### config.mk
export PLATFORM = sky130hd
export DESIGN_NAME = led_pattern_gen_flat
export DESIGN_NICKNAME = d
export VERILOG_FILES = /design/src/rtl/led_pattern_gen_if.sv /design/src/rtl/led_pattern_gen.sv /design/src/flat_wrapper.sv
export SDC_FILE = /design/constraint.sdc
export NUM_CORES = 1
export LEC_CHECK = 0
export CAP_MARGIN = 20
export CELL_PAD_IN_SITES_DETAIL_PLACEMENT = 1
export CELL_PAD_IN_SITES_GLOBAL_PLACEMENT = 2
export CORE_AREA = 8 8 88 90
export DETAILED_ROUTE_END_ITERATION = 10
export DIE_AREA = 0 0 96 98
export PLACE_DENSITY_LB_ADDON = 0.25
export SLEW_MARGIN = 20
export SYNTH_ARGS = -nofsm -noshare
export SYNTH_HDL_FRONTEND = slang
export SYNTH_SLANG_ARGS = --single-unit
### constraint.sdc
create_clock -name clk -period 2.76 [get_ports clk]
set_input_delay 0.552 -clock clk [delete_from_list [all_inputs] [get_ports clk]]
set_output_delay 0.552 -clock clk [all_outputs]
set_load 0.02 [all_outputs]
### src/rtl/led_pattern_gen_if.sv
// LED pattern generator control/drive bundle: mode/pattern/load/brightness in, led/tick out.
// Purely combinational wiring; no latency of its own; no backpressure (outputs are free-running).
interface led_pattern_gen_if #(
  parameter int NUM_LEDS = 5,
  parameter int PWM_BITS = 4
);
  logic [1:0]          mode;
  logic [NUM_LEDS-1:0] pattern;
  logic                load;
  logic [PWM_BITS-1:0] brightness;
  logic [NUM_LEDS-1:0] led;
  logic                tick;

  modport master (
    output mode,
    output pattern,
    output load,
    output brightness,
    input  led,
    input  tick
  );

  modport slave (
    input  mode,
    input  pattern,
    input  load,
    input  brightness,
    output led,
    output tick
  );
endinterface

### src/rtl/led_pattern_gen.sv
// Parametrised LED driver: static/blink/count/scan patterns stepped by a prescaler, with global PWM dimming.
// Latency: led shows new state one clk after it changes (two after load); no backpressure, load always accepted.
module led_pattern_gen #(
  parameter int NUM_LEDS = 5,
  parameter int TICK_DIV = 12000000,
  parameter int PWM_BITS = 4
) (
  input  logic              clk,
  input  logic              rst,
  led_pattern_gen_if.slave  bus
);

  typedef enum logic [1:0] {
    M_STATIC = 2'd0,
    M_BLINK  = 2'd1,
    M_COUNT  = 2'd2,
    M_SCAN   = 2'd3
  } mode_e;

  localparam int                  PS_W   = (TICK_DIV > 2) ? $clog2(TICK_DIV) : 1;
  localparam logic [PS_W-1:0]     PS_MAX = PS_W'(TICK_DIV - 1);
  localparam logic [NUM_LEDS-1:0] BIT0   = NUM_LEDS'(1);

  mode_e               mode_q;
  logic [NUM_LEDS-1:0] pat_q;
  logic [NUM_LEDS-1:0] state;
  logic                phase;
  logic                dir;
  logic [PS_W-1:0]     presc;
  logic [PWM_BITS-1:0] pwm_cnt;
  logic [NUM_LEDS-1:0] led_q;
  logic                tick_q;

  logic                wrap;
  logic                pwm_on;
  logic [NUM_LEDS-1:0] scan_next;
  logic                dir_next;

  assign wrap   = (presc == PS_MAX);
  assign pwm_on = (bus.brightness == '1) | (pwm_cnt < bus.brightness);

  // Bounce: reverse at either end and move away in the same step, so ends are not repeated.
  always_comb begin
    scan_next = state;
    dir_next  = dir;
    if (NUM_LEDS > 1) begin
      if (dir) begin
        if (state[NUM_LEDS-1]) begin
          dir_next  = 1'b0;
          scan_next = state >> 1;
        end else begin
          scan_next = state << 1;
        end
      end else begin
        if (state[0]) begin
          dir_next  = 1'b1;
          scan_next = state << 1;
        end else begin
          scan_next = state >> 1;
        end
      end
    end
  end

  always_ff @(posedge clk or posedge rst) begin
    if (rst) begin
      mode_q  <= M_STATIC;
      pat_q   <= '0;
      state   <= '0;
      phase   <= 1'b1;
      dir     <= 1'b1;
      presc   <= '0;
      pwm_cnt <= '0;
      led_q   <= '0;
      tick_q  <= 1'b0;
    end else begin
      pwm_cnt <= pwm_cnt + PWM_BITS'(1);
      led_q   <= state & {NUM_LEDS{pwm_on}};

      if (bus.load) begin
        // A load also swallows any step due this cycle.
        mode_q <= mode_e'(bus.mode);
        pat_q  <= bus.pattern;
        presc  <= '0;
        tick_q <= 1'b0;
        phase  <= 1'b1;
        dir    <= 1'b1;
        case (mode_e'(bus.mode))
          M_STATIC: state <= bus.pattern;
          M_BLINK:  state <= bus.pattern;
          M_COUNT:  state <= '0;
          default:  state <= BIT0;
        endcase
      end else begin
        tick_q <= wrap;
        presc  <= wrap ? '0 : presc + PS_W'(1);
        if (wrap) begin
          case (mode_q)
            M_STATIC: state <= pat_q;
            M_BLINK: begin
              phase <= ~phase;
              state <= phase ? '0 : pat_q;
            end
            M_COUNT:  state <= state + NUM_LEDS'(1);
            default: begin
              state <= scan_next;
              dir   <= dir_next;
            end
          endcase
        end
      end
    end
  end

  assign bus.led  = led_q;
  assign bus.tick = tick_q;

endmodule
### src/flat_wrapper.sv
// flat-port wrapper written by rule: the top's interface ports become plain ports
module led_pattern_gen_flat 
#(
  parameter int NUM_LEDS = 5,
  parameter int TICK_DIV = 12000000,
  parameter int PWM_BITS = 4
)
  (clk, rst, bus_mode, bus_pattern, bus_load, bus_brightness, bus_led, bus_tick);
  led_pattern_gen_if #(.NUM_LEDS(NUM_LEDS), .PWM_BITS(PWM_BITS)) bus_i ();
  input  logic clk;
  input  logic rst;
  input wire logic [$bits(bus_i.mode)-1:0] bus_mode;
  input wire logic [$bits(bus_i.pattern)-1:0] bus_pattern;
  input wire logic [$bits(bus_i.load)-1:0] bus_load;
  input wire logic [$bits(bus_i.brightness)-1:0] bus_brightness;
  output wire logic [$bits(bus_i.led)-1:0] bus_led;
  output wire logic [$bits(bus_i.tick)-1:0] bus_tick;
  assign bus_i.mode = bus_mode;
  assign bus_i.pattern = bus_pattern;
  assign bus_i.load = bus_load;
  assign bus_i.brightness = bus_brightness;
  assign bus_led = bus_i.led;
  assign bus_tick = bus_i.tick;
  led_pattern_gen #(.NUM_LEDS(NUM_LEDS), .TICK_DIV(TICK_DIV), .PWM_BITS(PWM_BITS)) u_core (.clk(clk), .rst(rst), .bus(bus_i));
endmodule
==> metrics.md, run 1 <==
| Metric | Value |
|---|---|
| CTS resizes | 0 |
| Met1 Track Usage GR | 0.141 |
| Seq/Total Area, Yosys | 0.483 |
| Main area contributors after synthesis | dfrtp_1 (46%), xor2_1 (6.0%), nor2_1 (4.5%) |
| Row Count | 30 |
| Ant diodes | 0 |
| Vias in the first global route | 2037 |
| CTS tree | yes |
| Pint | 0.00107 W |
| Setup repair bufs after CTS | 0 |
| Largest net degree at the start of global routing | 23 |
| H-tree Lvls | 2 |
| Clock power share | 0.358 |
| Async SR Flop Fraction | 1.00 |
| Clock root buffer master | clkbuf_8 |
| Global route hottest layer | met2 |
| Post-synth top cells | dfrtp_1 (46), nor2_1 (30), nand2_1 (24) |
| Width of the die | 96 µm |
| WHS | 0.477 ns |
| Slew @ Worst Pin | 0.644 ns |
| GR Overflow Total | 0 |
| Post-synth EDFFs | 0 |
| Critical Path AT | 2.20 ns |
| Clock latency on the worst-skew pair | 0.30 ns |
| Inserted Clock Buffers | 5 |
| Number of setup violations in the final report | 0 |
| Sw Pwr | 0.000359 W |
| Max clock buf depth | 2 |
| Setup Skew | 0.00653 ns |
| CP Capture Type | register |
| P&R area growth vs syn | 16.0% |
| Slew HR | 0.568 |
| Setup TNS | 0 ns |
| Drt first pass iters | 4 |
| Gate power share | 0.110 |
| Vias/cell | 5.33 |
| Die Y-Extent | 98 µm |
| Pleak | 1.28 nW |
| Cell variety after synth | 48 |
| Met3 Use GR | 0.0246 |
| WL per Instance | 15.6 µm |
| Fmax | 496 MHz |
| First-pass GRT wire length | 9670 µm |
| Ratio of cells with drive above 1 in the final layout | 0.109 |
| Die ar. | 9410 µm² |
| Worst setup path category | reg -> reg |
| Post-synthesis net count | 274 |
| Status | finished, final reports clean |
| Seq pwr share | 0.532 |
| Floorplan Core Area | 6490 µm² |
| # port buffers | 19 |
| DP Area | 2780 µm² |
| Required @ worst endpoint | 2.95 ns |
| Max-slew violations | 0 |
| Gpl congestion | 0.748 |
| Drt drc | 0 |
| Syn Inst Count | 253 |
| Fin crit period | 2.01 ns |
| Net Sw Frac | 0.251 |
| Yosys top cell area share | 0.462 |
| Number of I/O pins | 20 |
| RSZ-0062 raised after global routing | no |
| Post-Route WL | 5540 µm |
| Final instance area | 2890 µm² |
| CP Max Fanout | 22 |
| Max-Cap Viols | 0 |
| Top-count cell post-synth | dfrtp_1 |
| Initial core utilization | 0.384 |
| Worst min path class | reg -> reg |
| Final Power | 0.00143 W |
| DR iter-0 viols | 31 |
| Main flop type after synthesis | dfrtp_1 |
| Non-filler cells, final | 356 |
| CTS Hold Bufs | 0 |
| Grt met2 use | 0.232 |
| Peak VDD IR | 0.000193 V |
| Placed Cells | 348 |
| YS warnings | 0 |
| Syn_area_per_cell | 9.85 µm² |
| Yosys reg bits | 48 |
| GRT Total Usage | 0.127 |
| Post-synth top area cell | dfrtp_1 |
| Initial antenna violation count | 0 |
| Post-layout nets | 296 |
| Power Dens Cells | 495 nW/µm² |
| Register clock-pin slew on the reported worst setup and hold paths | 0.09 ns |
| CTS sink cnt | 48 |
| Final hold violations | 0 |
| Antenna-violating nets left | 0 |
| Vias | 1898 |
| Cell Area, Synth | 2490 µm² |
| DPL Wire Length | 4140 µm |
| Tcrit/Tclk final | 0.730 |
| Startpoint types | register |
[per-stage QoR]
step | worst slack (ns) | util
after floorplan | 1.07 | -
after global routing | 0.548 | 0.445
final | 0.745 | 0.445
after CTS | 0.719 | 0.445
after detailed placement | 0.528 | 0.428
after global placement | 0.607 | 0.428
[worst max-delay path: stages (launching register included)]
cell	delay, ns
dfrtp_1	0.43
nor4_1	0.37
and3_1	0.24
nand3_2	0.26
or2b_1	0.24
buf_4	0.25
nor2_1	0.09
[routing by layer]
metal / wire length (µm) / up-vias
met5: 0 / -
met3: 159 / 5
met2: 3050 / 20
li1: - / 918
met4: 63 / 0
met1: 2260 / 955
[cell type report]
type | count | area (µm²)
Fill cell | 751 | 3600
Sequential cell | 48 | 1200
Multi-Input combinational cell | 182 | 1190
Timing Repair Buffer | 25 | 235
Tap cell | 80 | 100
Clock buffer | 5 | 68.8
Inverter | 13 | 48.8
Clock inverter | 3 | 42.5
[cell usage in the layout (no fill, tap or decap), types with 3 or more instances in the layout]
master,count
a21oi_1,5
a221oi_1,3
and3_1,9
buf_4,6
clkbuf_8,5
clkdlybuf4s50_1,19
dfrtp_1,46
ha_1,7
inv_1,11
mux2_2,7
mux2i_1,3
nand2_1,24
nand3_1,14
nand4_1,9
nor2_1,30
nor4_1,3
o21ai_0,12
o311ai_0,3
xnor2_1,7
xor2_1,17
[power by group through the flow]
stage	Clock (W)	Combinational, W	Sequential (W)
finish	0.000513	0.000158	0.000761
global route	0.000553	0.000177	0.000767
CTS	0.000530	0.000163	0.000762
detailed placement	0	0.000161	0.000776
global placement	0	0.000158	0.000774
floorplan	0	0.000102	0.000763
[flip-flops by register name, summed over array words and instances, names as in the netlist]
register	count
u_core.pwm_cnt	4
u_core.presc	24
u_core.bus.tick	1
u_core.dir	1
u_core.pat_q	5
u_core.state	5
u_core.bus.led	5
u_core.mode_q	2
u_core.phase	1
[kinds of logic after synthesis]
kind of cell               after synthesis  synth area share
AOI/OAI and AO/OA                       36            0.0980
xor gates and xnor gates                24            0.0844
adders and majority gates                7            0.0352
buffers and inverters                   23            0.0387
DFF                                     48             0.483
muxes                                   10            0.0437
and+or+nand+nor                        105             0.217
[path summary, 6_finish.rpt]
check,from,to,slack [ns],cells after the start
setup / recovery,u_core.presc[14]$_DFF_PP0_,u_core.presc[10]$_DFF_PP0_,0.75,6
hold / removal,u_core.pwm_cnt[0]$_DFF_PP0_,u_core.pwm_cnt[0]$_DFF_PP0_,0.48,1
setup reg to reg,u_core.presc[14]$_DFF_PP0_,u_core.presc[10]$_DFF_PP0_,0.75,6
hold reg to reg,u_core.pwm_cnt[0]$_DFF_PP0_,u_core.pwm_cnt[0]$_DFF_PP0_,0.48,1
max in group asynchronous,rst,u_core.dir$_DFFE_PP1P_,1.60,3
min in group asynchronous,rst,u_core.presc[2]$_DFF_PP0_,0.53,2
Note: power is estimated with default switching activity, not from simulation.
==> run 2, diff against run 1 <==
--- a/config.mk
+++ b/config.mk
@@ -8,9 +8,9 @@
 export CAP_MARGIN = 20
 export CELL_PAD_IN_SITES_DETAIL_PLACEMENT = 1
 export CELL_PAD_IN_SITES_GLOBAL_PLACEMENT = 2
-export CORE_AREA = 8 8 88 90
+export CORE_AREA = 8 8 92 94
 export DETAILED_ROUTE_END_ITERATION = 10
-export DIE_AREA = 0 0 96 98
+export DIE_AREA = 0 0 100 102
 export PLACE_DENSITY_LB_ADDON = 0.25
 export SLEW_MARGIN = 20
 export SYNTH_ARGS = -nofsm -noshare
==> constraint.sdc (replaced) <==
create_clock -name clk -period 2 [get_ports clk]
set_input_delay 0.4 -clock clk [delete_from_list [all_inputs] [get_ports clk]]
set_output_delay 0.4 -clock clk [all_outputs]
set_load 0.02 [all_outputs]
==> metrics.md, run 2 (synthesis results as in run 1) <==
| Metric | Value |
|---|---|
| Ant diodes | 0 (unchanged) |
| Floorplan Core Area | 7060 µm² (was 6490 µm²) |
| Setup repair bufs after CTS | 0 (unchanged) |
| Critical Path AT | 2.05 ns (was 2.20 ns) |
| RSZ-0062 raised after global routing | no (unchanged) |
| Ratio of cells with drive above 1 in the final layout | 0.143 (was 0.109) |
| Area of the multi-input gates | 1190 µm² (unchanged) |
| Gpl congestion | 0.758 (was 0.748) |
| Tcrit/Tclk final | 0.908 (was 0.730) |
| Biggest register | u_core.presc (unchanged) |
| Drt drc | 0 (unchanged) |
| H-tree Lvls | 2 (unchanged) |
| GR Overflow Total | 0 (unchanged) |
| R2r endpoint | u_core.phase$_DFFE_PP1P_ (was u_core.presc[10]$_DFF_PP0_) |
| Post-layout nets | 307 (was 296) |
| Commonest cells after routing, fill and taps aside | dfrtp_1 (46), nor2_1 (30), nand2_1 (24) (unchanged) |
| Fmax | 551 MHz (was 496 MHz) |
| Max clock buf depth | 2 (unchanged) |
| Max-slew violations | 0 (unchanged) |
| Vias in the first global route | 2104 (was 2037) |
| Drt first pass iters | 4 (unchanged) |
| CP Capture Type | register (unchanged) |
| Reg2reg start | u_core.presc[14]$_DFF_PP0_ (unchanged) |
| P&R area growth vs syn | 21.4% (was 16.0%) |
| Peak VDD IR | 0.000354 V (was 0.000193 V) |
| Pleak | 1.34 nW (was 1.28 nW) |
| Fin crit period | 1.82 ns (was 2.01 ns) |
| FF-to-FF path depth | 5 (was 6) |
| Required @ worst endpoint | 2.24 ns (was 2.95 ns) |
| # port buffers | 19 (unchanged) |
| DPL Wire Length | 4290 µm (was 4140 µm) |
| Number of setup violations in the final report | 0 (unchanged) |
| Worst setup path category | reg -> reg (unchanged) |
| WL per Instance | 14.8 µm (was 15.6 µm) |
| Commonest non-fill, non-tap cell in the layout | dfrtp_1 (unchanged) |
| Non-filler cells, final | 386 (was 356) |
| Power Dens Cells | 666 nW/µm² (was 495 nW/µm²) |
| Die Y-Extent | 102 µm (was 98 µm) |
| Antenna-violating nets left | 0 (unchanged) |
| Setup Skew | 0.00447 ns (was 0.00653 ns) |
| Worst min path class | in -> async (was reg -> reg) |
| GRT Total Usage | 0.126 (was 0.127) |
| Final hold violations | 0 (unchanged) |
| FF+latch area | 1200 µm² (unchanged) |
| Register clock-pin slew on the reported worst setup and hold paths | 0.10 ns (was 0.09 ns) |
| Die ar. | 10200 µm² (was 9410 µm²) |
| Delay-heaviest family, CP | simple AND/OR/NAND/NOR gates (unchanged) |
| CTS resizes | 0 (unchanged) |
| Slew @ Worst Pin | 0.424 ns (was 0.644 ns) |
| WHS | 0.390 ns (was 0.477 ns) |
| Placed Cells | 378 (was 348) |
| CTS tree | yes (unchanged) |
| Pre-CTS setup slack | -0.0701 ns (was 0.528 ns) |
| Crit-path cells | nor4_1 -> and3_1 -> nand3_2 -> o31a_1 -> or3_1 (was nor4_1 -> and3_1 -> nand3_2 -> or2b_1 -> buf_4 -> nor2_1) |
| Largest net degree at the start of global routing | 23 (unchanged) |
| DR iter-0 viols | 46 (was 31) |
| R2R Setup Slk | 0.18 ns (was 0.75 ns) |
| Number of I/O pins | 20 (unchanged) |
| CP Max Fanout | 7 (was 22) |
| Width of the die | 100 µm (was 96 µm) |
| Largest register FFs | 24 (unchanged) |
| Clock root buffer master | clkbuf_8 (unchanged) |
| Vias/cell | 4.98 (was 5.33) |
| Clock latency on the worst-skew pair | 0.30 ns (about the same) |
| Slew HR | 0.717 (was 0.568) |
| Critical Path Slowest Stage Cell | dfrtp_1 (unchanged) |
| CTS Hold Bufs | 0 (unchanged) |
| CTS sink cnt | 48 (unchanged) |
| CP max stage delay | 0.43 ns (about the same) |
| First-pass GRT wire length | 10300 µm (was 9670 µm) |
| Fillers | 832 (was 751) |
| Inserted Clock Buffers | 5 (unchanged) |
| Startpoint types | register (unchanged) |
| Status | finished, final reports clean (unchanged) |
| Row Count | 31 (was 30) |
| Initial antenna violation count | 0 (unchanged) |
| Max-Cap Viols | 0 (unchanged) |
| Post-Route WL | 5720 µm (was 5540 µm) |
| CP bufs+invs | 0 (was 1) |
| Initial core utilization | 0.353 (was 0.384) |
| Final setup margin | 0.184 ns (was 0.745 ns) |
| Vias | 1924 (was 1898) |
| Setup TNS | 0 ns (unchanged) |
==> run 2: cell count changes in the layout (fill, tap and decap cells not counted) <==
| cell | before | now |
|---|---|---|
| clkinv_2 | 1 | 0 |
| inv_6 | 0 | 1 |
| buf_12 | 0 | 2 |
| buf_4 | 6 | 15 |
==> run 2: per-layer routing <==
metal  GRT usage  vias up  part of all wire
met5           0        -                 0
met4      0.0384        0            0.0079
met3      0.0266        5             0.034
met2       0.228       21              0.52
met1       0.144      958              0.44
li1            -      940                 -
==> run 2: worst max-delay path by stage <==
stage	from	endpoint	slack, ns	depth (start not counted)
5_1_grt	u_core.presc[14]$_DFF_PP0_	u_core.phase$_DFFE_PP1P_	0.04	5
6_report	u_core.presc[14]$_DFF_PP0_	u_core.phase$_DFFE_PP1P_	0.18	5
4_1_cts	u_core.presc[14]$_DFF_PP0_	u_core.phase$_DFFE_PP1P_	0.16	5
3_3_place_gp	bus_brightness[1]	u_core.bus.led[2]$_DFF_PP0_	-0.004	7
3_5_place_dp	bus_brightness[1]	u_core.bus.led[4]$_DFF_PP0_	-0.07	7
2_1_floorplan	u_core.presc[0]$_DFF_PP0_	u_core.dir$_DFFE_PP1P_	0.31	7
==> run 2: through the flow <==
step           power [W]  utilization  cell area [µm²]
4_1_cts          0.00206        0.429             3030
5_1_grt          0.00212        0.429             3030
6_report         0.00202        0.429             3030
3_3_place_gp     0.00131        0.412             2910
3_5_place_dp     0.00131        0.412             2910
2_1_floorplan    0.00119            -             2490
==> run 2: area by class of cell <==
| type | count | share of cell area |
|---|---|---|
| clock buffers | 5 | 0.0227 |
| clock inverters | 3 | 0.0153 |
| inverters | 13 | 0.0161 |
| multi-input cells | 182 | 0.394 |
| flip-flops and latches | 48 | 0.398 |
| well taps | 99 | 0.0409 |
| repair buffers | 36 | 0.113 |
==> run 2: report_power, final <==
| part | switching [W] | leakage [nW] | total [W] | internal [W] |
|---|---|---|---|---|
| clock | 0.000353 | 0.0548 | 0.000730 | 0.000377 |
| combinational | 0.000126 | 0.659 | 0.000244 | 0.000118 |
| sequential | 0.0000357 | 0.629 | 0.00104 | 0.00101 |
| total | 0.000515 | 1.34 | 0.00202 | 0.00150 |
==> run 3, diff against run 2 <==
--- a/config.mk
+++ b/config.mk
@@ -11,7 +11,9 @@
 export CORE_AREA = 8 8 92 94
 export DETAILED_ROUTE_END_ITERATION = 10
 export DIE_AREA = 0 0 100 102
+export HOLD_SLACK_MARGIN = 0.15
 export PLACE_DENSITY_LB_ADDON = 0.25
+export SKIP_LAST_GASP = 1
 export SLEW_MARGIN = 20
 export SYNTH_ARGS = -nofsm -noshare
 export SYNTH_HDL_FRONTEND = slang
==> results of run 3 <==
Final layout, timing and power as in run 2 (identical DEF).
